[src/rtl/pll_lock_rst_seq.sv]
// Reset sequencer behind the PLL: synchronises lock, pulses pll_rst, then releases core before app.
// Optional build macro PLL_LOCK_RETRY_EN: re-pulse pll_rst when lock does not arrive within TIMEOUT_CYC.
module pll_lock_rst_seq #(
  parameter int SYNC_STAGES = 2,
  parameter int PLL_RST_CYC = 64,
  parameter int TIMEOUT_CYC = 65536,
  parameter int STABLE_CYC  = 1024,
  parameter int RELEASE_GAP = 16,
  parameter int CNT_W       = 8
) (
  input  logic             clk,
  input  logic             rst_n,
  input  logic             pll_lock,
  input  logic             sw_rst,
  output logic             pll_rst,
  output logic             rst_core_n,
  output logic             rst_app_n,
  output logic             lock_ok,
  output logic [CNT_W-1:0] lost_cnt,
  output logic [2:0]       state_dbg
);

  // Shared counter sized for the longest interval it ever has to reach.
  localparam int M1 = (PLL_RST_CYC > STABLE_CYC + 1) ? PLL_RST_CYC : STABLE_CYC + 1;
  localparam int M2 = (M1 > RELEASE_GAP) ? M1 : RELEASE_GAP;
  localparam int M3 = (M2 > TIMEOUT_CYC) ? M2 : TIMEOUT_CYC;
  localparam int CW = $clog2(M3 + 1);

  localparam logic [CW-1:0] PR_LAST = CW'(PLL_RST_CYC - 1);
  localparam logic [CW-1:0] ST_LAST = CW'(STABLE_CYC);
  localparam logic [CW-1:0] RG_LAST = CW'(RELEASE_GAP - 1);
`ifdef PLL_LOCK_RETRY_EN
  localparam logic [CW-1:0] TO_LAST = CW'(TIMEOUT_CYC - 1);
`endif

  typedef enum logic [2:0] {
    S_PLL_RST   = 3'd0,
    S_WAIT_LOCK = 3'd1,
    S_STABLE    = 3'd2,
    S_REL_CORE  = 3'd3,
    S_RUN       = 3'd4
  } state_t;

  state_t                 st, st_nx;
  logic [SYNC_STAGES-1:0] sy;
  logic                   lock_s;
  logic [CW-1:0]          cnt;
  logic                   cnt_clr, cnt_en, lost_inc;

  always_ff @(posedge clk or negedge rst_n)
    if (!rst_n) sy <= '0;
    else        sy <= {sy[SYNC_STAGES-2:0], pll_lock};

  assign lock_s = sy[SYNC_STAGES-1];

  always_comb begin
    st_nx    = st;
    lost_inc = 1'b0;
    if (sw_rst) st_nx = S_PLL_RST;
    else begin
      case (st)
        S_PLL_RST:   if (cnt == PR_LAST) st_nx = S_WAIT_LOCK;
        S_WAIT_LOCK: begin
          if (lock_s) st_nx = S_STABLE;
`ifdef PLL_LOCK_RETRY_EN
          else if (cnt == TO_LAST) st_nx = S_PLL_RST;
`endif
        end
        S_STABLE: begin
          if (!lock_s)              st_nx = S_WAIT_LOCK;
          else if (cnt == ST_LAST) st_nx = S_REL_CORE;
        end
        S_REL_CORE: begin
          if (!lock_s) begin
            st_nx    = S_WAIT_LOCK;
            lost_inc = 1'b1;
          end else if (cnt == RG_LAST) st_nx = S_RUN;
        end
        S_RUN: begin
          if (!lock_s) begin
            st_nx    = S_WAIT_LOCK;
            lost_inc = 1'b1;
          end
        end
        default: st_nx = S_PLL_RST;
      endcase
    end
  end

  // sw_rst also clears the count so a held request keeps restarting the pll_rst pulse.
  assign cnt_clr = sw_rst || (st_nx != st);
`ifdef PLL_LOCK_RETRY_EN
  assign cnt_en  = (st != S_RUN);
`else
  assign cnt_en  = (st != S_RUN) && (st != S_WAIT_LOCK);
`endif

  always_ff @(posedge clk or negedge rst_n)
    if (!rst_n) begin
      st  <= S_PLL_RST;
      cnt <= '0;
    end else begin
      st <= st_nx;
      if (cnt_clr)     cnt <= '0;
      else if (cnt_en) cnt <= cnt + 1'b1;
    end

  // Outputs are decoded from the next state so they change on the transition edge.
  always_ff @(posedge clk or negedge rst_n)
    if (!rst_n) begin
      pll_rst    <= 1'b1;
      rst_core_n <= 1'b0;
      rst_app_n  <= 1'b0;
      lock_ok    <= 1'b0;
      lost_cnt   <= '0;
    end else begin
      pll_rst    <= (st_nx == S_PLL_RST);
      rst_core_n <= (st_nx == S_REL_CORE) || (st_nx == S_RUN);
      rst_app_n  <= (st_nx == S_RUN);
      lock_ok    <= (st_nx == S_RUN);
      if (lost_inc && (lost_cnt != '1)) lost_cnt <= lost_cnt + 1'b1;
    end

  assign state_dbg = st;

endmodule

[config.mk]
export PLATFORM = sky130hd
export DESIGN_NAME = pll_lock_rst_seq
export DESIGN_NICKNAME = d
export VERILOG_FILES = /design/src/rtl/pll_lock_rst_seq.sv
export SDC_FILE = /design/constraint.sdc
export NUM_CORES = 1
export LEC_CHECK = 0
export BUFFER_PORTS_ARGS = -buffer_cell sky130_fd_sc_hd__buf_2
export CAP_MARGIN = 25
export CORE_ASPECT_RATIO = 1.2
export CORE_MARGIN = 10
export CORE_UTILIZATION = 55
export CTS_CLUSTER_SIZE = 8
export DETAILED_ROUTE_END_ITERATION = 12
export GPL_TIMING_DRIVEN = 0
export PLACE_DENSITY = 0.87
export SYNTH_ARGS = -nofsm -noshare
export SYNTH_HDL_FRONTEND = slang
export SYNTH_SLANG_ARGS = --single-unit
[constraint.sdc]
create_clock -name clk -period 2.65 [get_ports clk]
set_clock_uncertainty 0.1 [all_clocks]
set_input_delay 0.53 -clock clk [delete_from_list [all_inputs] [get_ports clk]]
set_output_delay 0.53 -clock clk [all_outputs]
set_load 0.1 [all_outputs]
==> results.md <==
* Internal power at 648 uW
* Starting density of the core at 0.568
* # rows at 22
* Tcrit/Tclk final at 0.882
* Reg2reg setup slack at 310 ps
* DIE WIDTH at 71.0 um
* Setup-failing EPs final at 0
* Crit Path Max Fanout at 10
* Mapped cell area at 1720 um2
* Total number of vias at 1353
* Io pins at 19
* Most frequent cells in the layout: dfrtp_1 (32), nor2_1 (29), buf_2 (20)
* Post-route antenna net violation count at 0
* Mapped Nets at 182
* Worst Hold Class: input port to asynchronous set/reset pin
* Tot Pwr at 832 uW
* Most common library cell in the layout ignoring fill and taps: dfrtp_1
* Initial antenna violation count at 0
* Vias in the first global route at 1282
* Number of enable flip-flop cells after synthesis at 0
* # Max-Cap Violations at 0
* CTS buffer count at 5
* Worst R2R Path Depth at 5
* Setup TNS Final at 0 ps
* Nets at 207
* CTS tree: built
* Hold Buf Count CTS at 0
* Fraction of registers with async set/reset at 1.00
* Worst slew pin tran at 712 ps
* Part of the power in combinational logic at 0.047
* DRT Pass-1 Iters at 4
* Final Cell Area at 1910 um2
* Die footprint at 5770 um2
* Core Util, Final at 0.631
* PwrDens at 436 nW/um2
* 1st-iter DRT viols at 167
* Final Max Slew Viols at 0
* Unrepaired setup endpoints after global routing: false
* Mapped Avg Cell Area at 9.82 um2
* Reg2reg end: lost_cnt[1]
* Layout cells sized above 1 at 0.175
* Critical path startpoint category: flop
* WL per Instance at 14.1 um
* Net Sw Power at 185 uW
* Via/cell ratio at 5.73
* Post-synthesis sequential area ratio at 0.481
* Worst Path Required at 2770 ps
* Sw frac at 0.222
* Synth cell types at 44
* Worst IR Drop VDD at 0.000323 V
* Clock slew at reported path FFs at 90 ps
* Post-Layout Cell Count at 236
* Yosys top cell area share at 0.466
* CTS max path bufs at 2
* Remaining global-route overflow at 0
* DP HPWL at 2380 um
* Crit path DAT at 2460 ps
* Outcome: completed
* Worst Setup Path Type: flop to flop
* Worst setup EP type: flop
* Final wirelength at 3330 um
* Largest net degree at the start of global routing at 34
* DRC at 0
* Crit Reg-Reg Startpoint: state_dbg[1]
* P_leak at 0.884 nW
* Final hold vios at 0
* Input/output buffers at 18
* Antenna Cells at 0
* CTS sink count at 33
* FMAX at 0.428 GHz
* FILL cells at 258
* Synthesis Warnings at 0
* Clock Power Share at 0.335
* Placed Area at 1850 um2
* CTS H-tree depth at 2
* Clk Latency, worst-skew pair at 330 ps
* First-pass GRT wire length at 5700 um
* Yosys reg bits at 33
* GP Congestion at 0.813
* Post-CTS resize count at 0
* Critical Path Start: state_dbg[1]
* Post-CTS Setup Bufs at 0
* Sequential power share at 0.618
* Rel. slew slack at 0.525
* Ys flop type: dfrtp_1
* CORE AREA at 3030 um2
* Synth area leaders: dfrtp_1 (47%), xnor2_1 (6.6%), nor2_1 (6.3%)
* Die Height at 81.2 um
* Overall routing resource usage at 0.121
* Tmin final at 2340 ps
* Post-Syn Instances at 175
* Largest area contributor in the netlist: dfrtp_1
* CTS root buffer: clkbuf_4
* Area grow syn2layout at 11.1%
* Dpl cells at 229
[through the flow]
stage / setup WS (ps) / hold slack, ps
after floorplan: 80.4 / 134
after global placement: 382 / 242
after detailed placement: 364 / 250
after CTS: 348 / 159
after global routing: 37.6 / 177
final: 312 / 143
[logic make-up after synthesis]
logic type,Yosys count,synth area share
xor gates and xnor gates,23,0.117
buffers and inverters,10,0.0364
DFF,33,0.481
AOI/OAI and AO/OA,20,0.0757
muxes,1,0.00655
adders and majority gates,4,0.0284
and+or+nand+nor,84,0.255
[worst max-delay path, stage by stage (launching register included)]
cell and delay (ps):
dfrtp_1 460, clkbuf_1 250, nor3b_1 460, o21ai_0 180
a21oi_1 400, mux2_2 390
[metal layers]
layer,up-vias,part of all wire,global-route usage
li1,664,-,-
met5,-,0,0
met3,5,0.055,0.0451
met1,658,0.42,0.129
met2,26,0.51,0.209
met4,0,0.015,0.0562
[cell usage after synthesis, types with 2 or more instances]
master,instances
nor3b_1,3
buf_2,2
o21ai_0,5
xor2_1,10
nand4_1,7
nor3_1,5
and4_1,3
nor4_1,4
nor2_1,29
xnor2_1,13
a31oi_1,2
dfrtp_1,32
inv_1,2
and3_1,4
clkbuf_1,2
nand2_1,10
nand3_1,7
and2_1,2
ha_1,3
or2_2,2
a21oi_1,5
[registers in the layout (all words and copies together) (netlist names)]
signal	flops
pll_rst	1
rst_core_n	1
sy	2
state_dbg	3
cnt	17
lost_cnt	8
lock_ok	1
[how the worst max path moves through the flow]
stage / to / slack [ps] / depth (start not counted)
global route: lost_cnt[4] / 40 / 6
global placement: lost_cnt[1] / 380 / 5
floorplan: lost_cnt[6] / 80 / 6
detailed placement: lost_cnt[4] / 360 / 6
CTS: lost_cnt[4] / 350 / 6
finish: lost_cnt[1] / 310 / 5
[power groups by stage]
stage / Clock [mW] / Sequential, mW / Combinational [mW]
3_5_place_dp: 0 / 0.524 / 0.0400
2_1_floorplan: 0 / 0.523 / 0.0223
6_report: 0.279 / 0.514 / 0.0389
4_1_cts: 0.286 / 0.514 / 0.0401
5_1_grt: 0.307 / 0.515 / 0.0456
3_3_place_gp: 0 / 0.524 / 0.0390
[area by class of cell]
class,instances,area [um2],area share
repair buffers,18,90.1,0.0472
inverters,3,11.3,0.00590
plain buffers,7,51.3,0.0269
flip-flops and latches,33,827,0.433
well taps,36,45.0,0.0236
clock buffers,7,55.1,0.0288
multi-input cells,132,830,0.434
(Power assumes the default switching activity.)
